$ cat src/rtl/arty_io_pkg.sv
// Shared types and defaults for the Arty board input debouncer.
package arty_io_pkg;

  typedef enum logic [1:0] {
    STABLE_LO = 2'd0,
    PEND_HI   = 2'd1,
    STABLE_HI = 2'd2,
    PEND_LO   = 2'd3
  } db_state_e;

  // 2.5 ms at a 100 MHz system clock
  localparam int DEBOUNCE_CYCLES_DEFAULT = 250000;

endpackage

$ cat src/rtl/debounce_ch.sv
// Single-channel debouncer: two-flop synchronizer, accept/reject FSM with
// stability counter, and registered edge pulses.
module debounce_ch
  import arty_io_pkg::*;
#(
  parameter int   DEBOUNCE_CYCLES = DEBOUNCE_CYCLES_DEFAULT,
  parameter logic RESET_LEVEL     = 1'b0
) (
  input  logic clk,
  input  logic rst_n,
  input  logic raw,
  output logic db,
  output logic rise,
  output logic fall,
  output logic evt_next
);

  localparam int CNT_W = $clog2(DEBOUNCE_CYCLES + 1);
  localparam logic [CNT_W-1:0] LAST = CNT_W'(DEBOUNCE_CYCLES - 1);
  localparam logic SINGLE = (DEBOUNCE_CYCLES == 1);

  logic            sync_p0;
  logic            sync_p1;
  db_state_e       state;
  logic [CNT_W-1:0] cnt;
  logic            accept_hi;
  logic            accept_lo;

  always_ff @(posedge clk or negedge rst_n) begin
    if (!rst_n) begin
      sync_p0 <= RESET_LEVEL;
      sync_p1 <= RESET_LEVEL;
    end else begin
      sync_p0 <= raw;
      sync_p1 <= sync_p0;
    end
  end

  // A single-cycle build accepts straight from the stable state.
  always_comb begin
    accept_hi = 1'b0;
    accept_lo = 1'b0;
    case (state)
      STABLE_LO: accept_hi = sync_p1 && SINGLE;
      PEND_HI:   accept_hi = sync_p1 && (cnt == LAST);
      STABLE_HI: accept_lo = !sync_p1 && SINGLE;
      PEND_LO:   accept_lo = !sync_p1 && (cnt == LAST);
      default: ;
    endcase
  end

  assign evt_next = accept_hi | accept_lo;

  always_ff @(posedge clk or negedge rst_n) begin
    if (!rst_n) begin
      state <= RESET_LEVEL ? STABLE_HI : STABLE_LO;
      cnt   <= '0;
      db    <= RESET_LEVEL;
      rise  <= 1'b0;
      fall  <= 1'b0;
    end else begin
      rise <= accept_hi;
      fall <= accept_lo;
      case (state)
        STABLE_LO: begin
          if (accept_hi) begin
            state <= STABLE_HI;
            db    <= 1'b1;
            cnt   <= '0;
          end else if (sync_p1) begin
            state <= PEND_HI;
            cnt   <= CNT_W'(1);
          end else begin
            cnt <= '0;
          end
        end
        PEND_HI: begin
          if (!sync_p1) begin
            state <= STABLE_LO;
            cnt   <= '0;
          end else if (accept_hi) begin
            state <= STABLE_HI;
            db    <= 1'b1;
            cnt   <= '0;
          end else begin
            cnt <= cnt + CNT_W'(1);
          end
        end
        STABLE_HI: begin
          if (accept_lo) begin
            state <= STABLE_LO;
            db    <= 1'b0;
            cnt   <= '0;
          end else if (!sync_p1) begin
            state <= PEND_LO;
            cnt   <= CNT_W'(1);
          end else begin
            cnt <= '0;
          end
        end
        PEND_LO: begin
          if (sync_p1) begin
            state <= STABLE_HI;
            cnt   <= '0;
          end else if (accept_lo) begin
            state <= STABLE_LO;
            db    <= 1'b0;
            cnt   <= '0;
          end else begin
            cnt <= cnt + CNT_W'(1);
          end
        end
        default: begin
          state <= STABLE_LO;
          db    <= 1'b0;
          cnt   <= '0;
        end
      endcase
    end
  end

endmodule

$ cat src/rtl/arty_input_debounce.sv
// Board input debouncer: one independent debounce_ch per button/switch plus
// a shared registered "any edge" flag for the SoC GPIO block.
module arty_input_debounce
  import arty_io_pkg::*;
#(
  parameter int                NUM_CH          = 8,
  parameter int                DEBOUNCE_CYCLES = DEBOUNCE_CYCLES_DEFAULT,
  parameter logic [NUM_CH-1:0] RESET_LEVEL     = '0
) (
  input  logic              clk,
  input  logic              rst_n,
  input  logic [NUM_CH-1:0] raw_i,
  output logic [NUM_CH-1:0] db_o,
  output logic [NUM_CH-1:0] rise_o,
  output logic [NUM_CH-1:0] fall_o,
  output logic              change_o
);

  logic [NUM_CH-1:0] evt_next;

  for (genvar i = 0; i < NUM_CH; i++) begin : g_ch
    debounce_ch #(
      .DEBOUNCE_CYCLES (DEBOUNCE_CYCLES),
      .RESET_LEVEL     (RESET_LEVEL[i])
    ) u_ch (
      .clk      (clk),
      .rst_n    (rst_n),
      .raw      (raw_i[i]),
      .db       (db_o[i]),
      .rise     (rise_o[i]),
      .fall     (fall_o[i]),
      .evt_next (evt_next[i])
    );
  end

  // Registered from the channels' next-cycle events so it lines up with rise_o/fall_o.
  always_ff @(posedge clk or negedge rst_n) begin
    if (!rst_n) begin
      change_o <= 1'b0;
    end else begin
      change_o <= |evt_next;
    end
  end

endmodule
$ cat config.mk
export PLATFORM = sky130hd
export DESIGN_NAME = arty_input_debounce
export DESIGN_NICKNAME = d
export VERILOG_FILES = /design/src/rtl/arty_io_pkg.sv /design/src/rtl/debounce_ch.sv /design/src/rtl/arty_input_debounce.sv
export SDC_FILE = /design/constraint.sdc
export NUM_CORES = 1
export LEC_CHECK = 0
export ABC_AREA = 0
export CELL_PAD_IN_SITES_DETAIL_PLACEMENT = 1
export CELL_PAD_IN_SITES_GLOBAL_PLACEMENT = 1
export CORE_MARGIN = 2
export CORE_UTILIZATION = 44
export CTS_CLUSTER_DIAMETER = 40
export DETAILED_ROUTE_END_ITERATION = 7
export GPL_TIMING_DRIVEN = 1
export PLACE_DENSITY = 0.82
export SLEW_MARGIN = 30
export SYNTH_ARGS = -nofsm -noshare
export SYNTH_HDL_FRONTEND = slang
export SYNTH_SLANG_ARGS = --single-unit
export TNS_END_PERCENT = 30
$ cat constraint.sdc
create_clock -name clk -period 1.91 [get_ports clk]
set_clock_uncertainty 0.1 [all_clocks]
set_input_delay 0.382 -clock clk [delete_from_list [all_inputs] [get_ports clk]]
set_output_delay 0.382 -clock clk [all_outputs]
set_load 0.01 [all_outputs]
* Word-level counts from Yosys, hierarchy flattened *
Cells that the tools add are included.

cells by class
  muxes and demuxes = 200
  add/sub/neg operators = 8
  bitwise gates (word level) = 8
  equality and inequality tests = 80
  reduce and logical (&&, ||, !) cells = 49

operator list
  cell                                                             count
  18-bit two-way mux                                               48
  18-bit case mux with 4 select lines                              8
  18-bit by 1-bit adder with 18-bit output, second input constant  8
  18-bit == test, second input constant                            8
  2-bit two-way mux                                                64
  1-bit two-way mux                                                64
  2-bit case mux with 4 select lines                               8
  3-bit by 1-bit != test with 1-bit output, second input constant  16
  3-bit != test, second input constant                             16
  2-bit == test, second input constant                             16
  1-bit case mux with 4 select lines                               8
  4-bit AND reduction                                              8
  2-bit by 1-bit == test with 1-bit output, second input constant  8
  1-bit logical AND                                                16
  2-bit logical NOT                                                8
  2-bit by 1-bit != test with 1-bit output, second input constant  8
  2-bit != test, second input constant                             8
  2-bit AND reduction                                              8
  1-bit logical NOT                                                8
  1-bit bitwise OR                                                 8
  8-bit OR reduction                                               1

word-level totals
  input bits = 10
  register bits = 201
  output and inout port bits = 25
  word-level logic and storage cells = 402

* Longest topological paths before layout *
Gate-level depths: netlist (run 1).

  depth after elaboration = 6
  gate-level depth with buffers = 8
  depth with buffers taken out = 6

* Hierarchy *
A second synthesis (run 1) with hierarchy kept.

unflattened totals
  cells, all modules = 917
  area total of the unflattened synthesis = 9437.8 µm²

by module, submodules not included
  module                           cells each  area an instance (µm²)  seq. area each (µm²)  times used
  debounce_ch at g_ch[0].u_ch ...  114         1176.1                  625.6                 7
  debounce_ch at g_ch[7].u_ch      115         1163.6                  625.6                 1
  arty_input_debounce              4           41.3                    25.0                  1

* Worst setup path after synthesis (run 1) *
Ideal clock, no wire load.

  path kind = reg-to-reg
  start = reg g_ch[7].u_ch.cnt[0]
  end = reg g_ch[7].u_ch.cnt[10]
  period minus slack after synthesis = 1981 ps
  data required time = 1689 ps
  data arrival time = 1760 ps
  stages on the path, launching flop included = 9
  library setup time = 121 ps
  setup slack = -71 ps
  path buffers = 2
  cells stage by stage = dfrtp_1 -> ha_1 -> nand3_1 -> nor4b_1 -> and3_1 -> or2_2 -> clkbuf_2 -> buf_2 -> nor2_1

between the ends
  longest elaborated chain between the ends = 6
  elaborated cells on any way between the ends = 11
  classes of those cells = 1 x add/sub; 1 x eq/ne; 7 x mux; 2 x reduce/logical

ends and longest elaborated chain
  what                                                                                              line                source
  start, declared                                                                                   debounce_ch.sv:25   logic [CNT_W-1:0] cnt;
  start signal, assigned                                                                            debounce_ch.sv:86   cnt <= cnt + CNT_W'(1);
  start signal, assigned                                                                            debounce_ch.sv:110  cnt <= cnt + CNT_W'(1);
  parallel branches: the longest is 5 deep, another holds 18-bit by 1-bit adder with 18-bit output  --
  18-bit case mux with 4 select lines (*)                                                           debounce_ch.sv:64   case (state)

Every way passes the cells marked *.
A chain may end at the register's enable or synchronous reset.

* Worst setup path after layout (run 1) *
  start = reg g_ch[4].u_ch.cnt[5]
  end = reg g_ch[4].u_ch.cnt[6]

between the ends
  longest elaborated chain between the ends = 6
  elaborated cells on any way between the ends = 11
  classes of those cells = 1 x add/sub; 1 x eq/ne; 7 x mux; 2 x reduce/logical

ends and longest elaborated chain
  what                                                                                              line
  start, declared                                                                                   debounce_ch.sv:25
  start signal, assigned                                                                            debounce_ch.sv:86
  start signal, assigned                                                                            debounce_ch.sv:110
  parallel branches: the longest is 5 deep, another holds 18-bit by 1-bit adder with 18-bit output  --
  18-bit case mux with 4 select lines (*)                                                           debounce_ch.sv:64

Marked as above.

==> flow_summary.toml, run 1 <==
[floorplanning]
core_um2 = 21200
io-pin-count = 35
die_h_um = 151
start_util_pct = 45.1
die-area_um2 = 22900
die_w_um = 151
fp-row-count = 53

[worst_setup_path]
crit_path_end_kind = "flip-flop"
rr_startpoint = "g_ch[4].u_ch.cnt[5]"
required_ns = 2.24
worst-setup-path-type = "reg2reg"
cp.arrival_ns = 2.36
startpoint_type = "flip-flop"
r2r_slack_ns = -0.12
reg2reg_depth = 6
reg2reg_to = "g_ch[4].u_ch.cnt[6]"
crit_fanout = 7

[final_layout]
drive_above_1_share_pct = 22.8
area_growth_pct = 27.7
n_fill_cell = 2236
mostFrequentLayoutCell = "dfrtp_1"
nets = 1054
mostFrequentLayoutCells = "199 x dfrtp_1, 150 x nor2_1, 84 x buf_4, 73 x xnor2_1, 63 x xor2_1"
num_antenna_cells = 0
postLayoutCellArea_um2 = 12200

[grt]
grt_pass1_wl_um = 39500
grt_max_degree = 49
grt_util_all_layers_pct = 21.5
grt_pass1_vias = 7933
grt_overflow = 0
antenna_found_initial = 0

[synth]
synth_seq_cells = 201
ys_warn_count = 0
syn_inst = 916
synth_area_um2 = 9540
seq_area_frac_synth_pct = 52.7
synth.distinct_cells = 49
avgSynthCellArea_um2 = 10.4
syn_nets = 934

[sta]
setup_viol_count_final = 41
drv_slew = 0
fmax_mhz = 493
min_period_ns = 2.03
tightest_slew_ns = 0.542
hold_violations = 0
fin_setup_tns_ns = -1.90
relSlewSlack_pct = 63.5
rsz0062_at_grt = "true"
worst_slack_ns = -0.119
timing.hold.ws_ns = 0.171
post-route-period-util_pct = 106

[clocking]
clkLatencyLatePin_ns = 0.55
cts_tree = "yes"
clock_path_buffers = 3
clk_pin_slew_ns = 0.06
cts_max_level = 1
cts-root-buf = "clkbuf_16"
cts_sinks = 201
cts-buffers-inserted = 31

[drt]
vias = 7190
wl_um = 25200
drc = 0
drt_pass1_iterations = 4
ant_nets = 0
dr.first_iter.drc_count = 253
viasPerCell = 5.39
wire_per_inst_um = 18.9

[min_path]
holdCritPathClass = "in2reg"
min_to = "g_ch[0].u_ch.sync_p0"
min_path_cells = 1
min_from = "raw_i[0]"

[place]
post_dp_cell_area_um2 = 10700
place.gp.congestion = 0.837
io_buffers = 34
post-dp-hpwl_um = 15400

[status]
violations = "setup timing"
run_status = "complete, but fails checks"

[power_and_ir_drop]
power.total_w = 0.0105
p_leak_nw = 5.47
power.density_nw_per_um2 = 866
max-vdd-ir-drop_uv = 754

[job]
max_cap_violations = 0
==> repair_timing <==
action,CTS,global route
buffers inserted,4,4
pin swaps,8,23
hold buffers,1,0
hold endpoints to repair,41,0
resized for setup,28,83
gates cloned,1,0
setup endpoints to repair,75,127
==> final cells by class <==
class                      instances  area [µm²]  area share [%]
timing repair buffer             131        1200            9.84
sequential                       201        5030            41.3
tap                              275         344            2.82
multi-input combinational        647        4440            36.5
inverter                          24        90.1           0.739
clock buffer                      35         811            6.65
clock inverter                    20         265            2.18
==> metrics by stage <==
stage / utilization [%] / worst slack [ns] / instances
2_1_floorplan: - / -0.00644 / 916
3_3_place_gp: 50.4 / 0.0357 / 1269
3_5_place_dp: 50.4 / -0.0503 / 1269
4_1_cts: 55.9 / -0.0494 / 1330
5_1_grt: 57.6 / -0.148 / 1333
6_report: 57.6 / -0.119 / 1333
==> registers in the layout (all words and copies together) (netlist names), named ones only <==
register           count
g_ch.u_ch.cnt        144
g_ch.u_ch.db           8
g_ch.u_ch.fall         8
g_ch.u_ch.rise         8
g_ch.u_ch.state        8
g_ch.u_ch.sync_p0      8
g_ch.u_ch.sync_p1      8
change_o               1
==> cells in the mapped netlist (all sizes together) <==
library cell | number | share of area [%]
o21a | 4 | 0.31
or3 | 1 | 0.066
and3 | 31 | 2.0
xor2 | 63 | 5.8
clkbuf | 7 | 0.30
o22ai | 1 | 0.066
buf | 37 | 3.1
nand2b | 7 | 0.46
nor3b | 12 | 0.94
or4 | 1 | 0.079
nor3 | 33 | 2.0
or4bb | 5 | 0.59
nor4bb | 1 | 0.10
nand3 | 56 | 2.9
nor2b | 2 | 0.13
inv | 24 | 0.94
a31oi | 1 | 0.066
o2bb2ai | 1 | 0.092
o21ai | 7 | 0.37
ha | 8 | 1.0
dfrtp | 201 | 53
mux2 | 6 | 0.71
and4 | 18 | 1.7
nand2 | 53 | 2.1
nand4 | 27 | 1.8
a21boi | 8 | 0.63
nand4b | 1 | 0.092
or4b | 7 | 0.89
nand3b | 1 | 0.12
a211o | 7 | 0.64
nor2 | 168 | 6.7
or3b | 1 | 0.092
a21oi | 6 | 0.31
nor4 | 10 | 0.66
and2 | 8 | 0.52
nor4b | 13 | 1.8
or2 | 6 | 0.39
xnor2 | 73 | 6.7
==> power by group <==
group          leakage (nW)  total (W)  internal [W]  switching, W
registers              2.73    0.00436       0.00431     0.0000490
clock network         0.516    0.00584       0.00373       0.00210
logic                  2.22   0.000354      0.000134      0.000219
==> worst max-delay path by stage <==
stage / from / end / slack (ns)
floorplan: g_ch[4].u_ch.cnt[5] / g_ch[4].u_ch.cnt[16] / -0.006
global placement: g_ch[0].u_ch.cnt[6] / g_ch[0].u_ch.db / 0.04
detailed placement: g_ch[0].u_ch.cnt[10] / g_ch[0].u_ch.db / -0.05
CTS: g_ch[4].u_ch.cnt[8] / g_ch[4].u_ch.cnt[10] / -0.05
global route: g_ch[4].u_ch.cnt[5] / g_ch[4].u_ch.cnt[6] / -0.15
finish: g_ch[4].u_ch.cnt[5] / g_ch[4].u_ch.cnt[6] / -0.12
==> worst max-delay path, stage by stage (launching register included) <==
cell and delay (ns):
dfrtp_1 0.39, or4b_4 0.59, nor2_4 0.14, nor4b_4 0.25
or2_4 0.22, buf_12 0.16, nor2_4 0.04
==> logic make-up (layout without fill, tap and decap cells) <==
family / count (synthesis) / after routing / synth area share [%]
flip-flops: 201 / 201 / 52.7
adder cells (fa/ha/maj): 8 / 8 / 1.05
AO/OA/AOI/OAI: 35 / 35 / 2.49
AND/OR/NAND/NOR: 462 / 462 / 26.2
multiplexers: 6 / 6 / 0.708
buffers and inverters: 68 / 210 / 4.36
XOR/XNOR: 136 / 136 / 12.5
==> per-layer routing <==
layer	up-vias	wire length [µm]	track usage [%]
met4	0	800	8.27
met3	56	793	3.25
met1	3669	10500	25.8
met5	-	0	0
met2	117	13100	38.7
li1	3348	-	-
Note: power is estimated with default switching activity, not from simulation.
==> inputs of run 2 (changes only) <==
--- a/config.mk
+++ b/config.mk
@@ -11,9 +11,10 @@
 export CORE_MARGIN = 2
 export CORE_UTILIZATION = 44
 export CTS_CLUSTER_DIAMETER = 40
+export CTS_CLUSTER_SIZE = 24
 export DETAILED_ROUTE_END_ITERATION = 7
 export GPL_TIMING_DRIVEN = 1
-export PLACE_DENSITY = 0.82
+export PLACE_DENSITY = 0.88
 export SLEW_MARGIN = 30
 export SYNTH_ARGS = -nofsm -noshare
 export SYNTH_HDL_FRONTEND = slang
==> flow_summary.toml, run 2 (synthesized netlist as in run 1, its figures left out) <==
[worst_setup_path]
worst-setup-path-type = "reg2reg"
rr_startpoint = "g_ch[3].u_ch.cnt[0]"
startpoint_type = "flip-flop"
cp.arrival_ns = 2.34
reg2reg_to = "g_ch[3].u_ch.cnt[14]"
startpoint = "g_ch[3].u_ch.cnt[0]"
crit_slowest_cell = "nor3_1"
crit_family = "simple AND/OR/NAND/NOR gates"
cp_cell_sequence = "ha_1, and3_4, buf_4, nand2_1, nor3_1, xnor2_1, nor2_1"
crit_fanout = 4
required_ns = 2.22
r2r_slack_ns = -0.12
cpPeakStageDelay_ns = 0.38
timing.critical_path.buf_inv = 1
reg2reg_depth = 7
crit_path_end_kind = "flip-flop"

[final_layout]
n_fill_cell = 2201
mostFrequentLayoutCell = "dfrtp_1"
nets = 1051
postLayoutCellArea_um2 = 12200
regMostFlops = "g_ch.u_ch.cnt"
mostFrequentLayoutCells = "196 x dfrtp_1, 158 x nor2_1, 80 x buf_4, 73 x xnor2_1, 63 x xor2_1"
drive_above_1_share_pct = 23.6
utilization_pct = 57.7
regArea_um2 = 5040
area_growth_pct = 28.0
multiInputGateArea_um2 = 4500
num_antenna_cells = 0
largest_reg_flops = 144

[sta]
min_period_ns = 2.03
drv_slew = 0
fmax_mhz = 493
relSlewSlack_pct = 69.4
rsz0062_at_grt = "true"
tightest_slew_ns = 0.457
post-route-period-util_pct = 106
hold_violations = 0
worst_slack_ns = -0.117
setup_viol_count_final = 55
timing.hold.ws_ns = 0.163

[clocking]
cts_tree = "yes"
cts-buffers-inserted = 29
clock_path_buffers = 3
clkLatencyLatePin_ns = 0.56
cts_sinks = 201
cts_max_level = 1
clk_pin_slew_ns = 0.06
cts-root-buf = "clkbuf_16"

[place]
place.gp.congestion = 0.816
post_dp_cell_area_um2 = 10700
io_buffers = 34
post-dp-hpwl_um = 16300
pre_cts_ws_ns = -0.127

[floorplanning]
die_w_um = 151
fp-row-count = 53
die-area_um2 = 22900
start_util_pct = 45.1
die_h_um = 151
core_um2 = 21200
io-pin-count = 35

[drt]
wl_um = 28900
dr.first_iter.drc_count = 434
ant_nets = 0
drc = 0
wire_per_inst_um = 21.7
drt_pass1_iterations = 5
vias = 7482
viasPerCell = 5.62

[grt]
grt_use_met2_pct = 43.3
grt_overflow = 0
grt_util_all_layers_pct = 23.9
grt_pass1_wl_um = 43200
antenna_found_initial = 0
grt.met1_usage_pct = 28.5
busiest_layer = "met2"
grt_pass1_vias = 8106
grt_max_degree = 44
grt_util_met3_pct = 4.04

[power_and_ir_drop]
power.density_nw_per_um2 = 856
max-vdd-ir-drop_uv = 726
p_leak_nw = 5.49

[status]
run_status = "complete, but fails checks"
violations = "setup timing"

[min_path]
min_to = "g_ch[6].u_ch.sync_p0"
holdCritPathClass = "in2reg"
min_path_cells = 1
min_from = "raw_i[6]"

[job]
max_cap_violations = 0
-- run 2: changes by cell type in the layout (fill, tap and decap cells not counted), moves of 3 or more --
cell            before  now
nand3_1             45   42
clkinv_4             5    2
nor2_1             150  158
dlymetal6s2s_1       9    4
nor3_2              14   11
inv_8                0    4
nor4_1               5    2
nor3_4               1    4
inv_6                3    8
nor2_4              13    4
dfrtp_1            199  196
buf_4               84   80
dlygate4sd2_1       14   18
dfrtp_2              2    5
-- run 2: routing by layer --
layer	up-vias	part of all wire (%)	routed length, µm
met2	188	53	15400
met4	0	3.4	990
met5	-	0	0
met1	3885	40	11500
li1	3334	-	-
met3	75	3.6	1030
-- run 2: power by group --
part	total (W)	internal, W	switching (W)
sequential	0.00436	0.00431	0.0000535
combinational	0.000366	0.000140	0.000226
clock	0.00573	0.00343	0.00229
total	0.0105	0.00788	0.00257
-- run 2: per-stage QoR --
stage	total power (W)	setup TNS (ns)	instances
3_5_place_dp	0.00474	-0.570	1267
6_report	0.0105	-1.98	1331
4_1_cts	0.0105	-0.0868	1325
5_1_grt	0.0107	-6.85	1331
2_1_floorplan	0.00454	-0.0573	916
3_3_place_gp	0.00472	0	1267
-- run 2: worst max path at each step --
stage                                      end  cells past startpoint  slack, ns
after floorplan           g_ch[4].u_ch.cnt[16]                      7     -0.006
after global placement     g_ch[5].u_ch.cnt[5]                      6       0.05
after detailed placement  g_ch[5].u_ch.cnt[12]                      7      -0.13
after CTS                 g_ch[5].u_ch.cnt[17]                      5      -0.02
after global routing      g_ch[4].u_ch.cnt[12]                      7      -0.18
final                     g_ch[3].u_ch.cnt[14]                      7      -0.12
-- run 2: worst register-to-register path, delay by kind of cell (launching register included) --
kind | cells | cell delay [ns]
fa+ha+maj | 1 | 0.21
flops | 1 | 0.37
simple gates | 4 | 0.90
buf+inv | 1 | 0.12
xor+xnor | 1 | 0.18
-- run 2: final cells by class --
cell class / count / share of cell area [%]
clock buffers: 30 / 5.97
clock inverters: 24 / 2.49
inverters: 24 / 0.738
multi-input cells: 647 / 36.9
flip-flops and latches: 201 / 41.2
well taps: 275 / 2.82
repair buffers: 130 / 9.90
-- run 2: repair_timing --
action,in CTS,in global routing
gates cloned,0,2
endpoints found under the hold margin,38,0
setup endpoints to repair,81,137
pin swaps,5,20
hold buffers,1,0
setup buffers,3,4
gates resized for setup,46,68
==> inputs of run 3 (changes only) <==
--- a/config.mk
+++ b/config.mk
@@ -13,7 +13,7 @@
 export CTS_CLUSTER_DIAMETER = 40
 export CTS_CLUSTER_SIZE = 24
 export DETAILED_ROUTE_END_ITERATION = 7
-export GPL_TIMING_DRIVEN = 1
+export MAX_ROUTING_LAYER = met4
 export PLACE_DENSITY = 0.88
 export SLEW_MARGIN = 30
 export SYNTH_ARGS = -nofsm -noshare
==> flow_summary.toml, run 3 (synthesized netlist as in run 1, its figures left out) <==
[floorplanning]
start_util_pct = 45.1
fp-row-count = 53
core_um2 = 21200
die-area_um2 = 22900
die_h_um = 151
io-pin-count = 35
die_w_um = 151

[worst_setup_path]
cpPeakStageDelay_ns = 0.38
timing.critical_path.buf_inv = 1
worst-setup-path-type = "reg2reg"
crit_family = "simple AND/OR/NAND/NOR gates"
startpoint_type = "flip-flop"
required_ns = 2.22
cp.arrival_ns = 2.30
cp_cell_sequence = "ha_1, and3_4, buf_4, nand2_1, nor3_1, xnor2_1, nor2_1"
crit_path_end_kind = "flip-flop"
crit_fanout = 4
crit_slowest_cell = "dfrtp_1"

[min_path]
holdCritPathClass = "in2reg"

[grt]
grt_overflow = 0
grt_util_all_layers_pct = 24.7
grt_pass1_wl_um = 43300
grt_max_degree = 44
antenna_found_initial = 0
grt_pass1_vias = 8094

[drt]
dr.first_iter.drc_count = 382
wire_per_inst_um = 22.0
ant_nets = 0
vias = 7508
drt_pass1_iterations = 5
drc = 0
wl_um = 29300
viasPerCell = 5.65

[final_layout]
regMostFlops = "g_ch.u_ch.cnt"
num_antenna_cells = 0
drive_above_1_share_pct = 23.7
mostFrequentLayoutCell = "dfrtp_1"
n_fill_cell = 2204
area_growth_pct = 28.1
mostFrequentLayoutCells = "195 x dfrtp_1, 158 x nor2_1, 79 x buf_4, 73 x xnor2_1, 63 x xor2_1"
utilization_pct = 57.8
nets = 1050
largest_reg_flops = 144

[clocking]
cts-root-buf = "clkbuf_16"
clkLatencyLatePin_ns = 0.56
cts_tree = "yes"
cts_max_level = 1
cts-buffers-inserted = 29
clk_pin_slew_ns = 0.06
cts_sinks = 201
clock_path_buffers = 3

[place]
post-dp-hpwl_um = 16300
place.gp.congestion = 0.829
pre_cts_ws_ns = -0.127
io_buffers = 34

[sta]
hold_violations = 0
relSlewSlack_pct = 69.1
post-route-period-util_pct = 104
rsz0062_at_grt = "true"
min_period_ns = 1.99
tightest_slew_ns = 0.462
setup_viol_count_final = 59
timing.hold.ws_ns = 0.166
fmax_mhz = 502
worst_slack_ns = -0.0820
drv_slew = 0

[power_and_ir_drop]
max-vdd-ir-drop_uv = 720
p_leak_nw = 5.49
power.density_nw_per_um2 = 856
power.total_w = 0.0105

[status]
violations = "setup timing"
run_status = "complete, but fails checks"

[job]
max_cap_violations = 0
## run 3: stage by stage
stage	area, µm²	TNS, ns	std cells
2_1_floorplan	9550	-0.0573	916
3_3_place_gp	10700	0	1267
3_5_place_dp	10700	-0.570	1267
4_1_cts	11900	-0.0868	1325
5_1_grt	12200	-6.56	1330
6_report	12200	-2.02	1330
## run 3: worst paths after layout
| check | to | slack (ns) | depth (start not counted) | startpoint |
|---|---|---|---|---|
| max in group asynchronous | g_ch[1].u_ch.cnt[7] | 0.86 | 3 | rst_n |
| worst max register to register | g_ch[3].u_ch.cnt[14] | -0.08 | 7 | g_ch[3].u_ch.cnt[1] |
| min in group asynchronous | g_ch[5].u_ch.cnt[12] | 0.22 | 2 | rst_n |
| worst max-delay path | g_ch[3].u_ch.cnt[14] | -0.08 | 7 | g_ch[3].u_ch.cnt[1] |
| worst min-delay path | g_ch[6].u_ch.sync_p0 | 0.17 | 1 | raw_i[6] |
| worst min register to register | g_ch[7].u_ch.sync_p1 | 0.25 | 0 | g_ch[7].u_ch.sync_p0 |
## run 3: per-layer routing
metal / GRT usage [%] / share of wire [%] / up-vias
met5: - / 0 / -
met4: 9.11 / 3.4 / 0
met3: 3.98 / 3.6 / 82
met2: 43.3 / 53 / 196
met1: 28.5 / 40 / 3892
li1: - / - / 3338
## run 3: what timing repair did
item / in CTS / in global routing
pin swaps: 5 / 20
cloned: 0 / 2
gates resized for setup: 46 / 71
setup buffers: 3 / 3
endpoints found under the setup margin: 81 / 138
hold buffers: 1 / 0
hold endpoints to repair: 38 / 0
## run 3: cell type report
cell class	instances	area [µm²]	share of cell area (%)
sequential	201	5040	41.2
multi-input combinational	647	4510	36.9
timing repair buffer	129	1200	9.83
clock buffer	30	729	5.97
tap	275	344	2.82
clock inverter	24	304	2.49
inverter	24	90.1	0.737
## run 3: worst register-to-register path, stage by stage, from the launching register on
cell	delay [ns]
dfrtp_1	0.38
ha_1	0.20
and3_4	0.22
buf_4	0.11
nand2_1	0.19
nor3_1	0.38
xnor2_1	0.22
nor2_1	0.08
## run 3: power breakdown
group	leakage, nW	internal (W)	switching [W]	total (W)
Clock	0.495	0.00343	0.00229	0.00572
Combinational	2.26	0.000140	0.000228	0.000368
Sequential	2.73	0.00431	0.0000544	0.00436
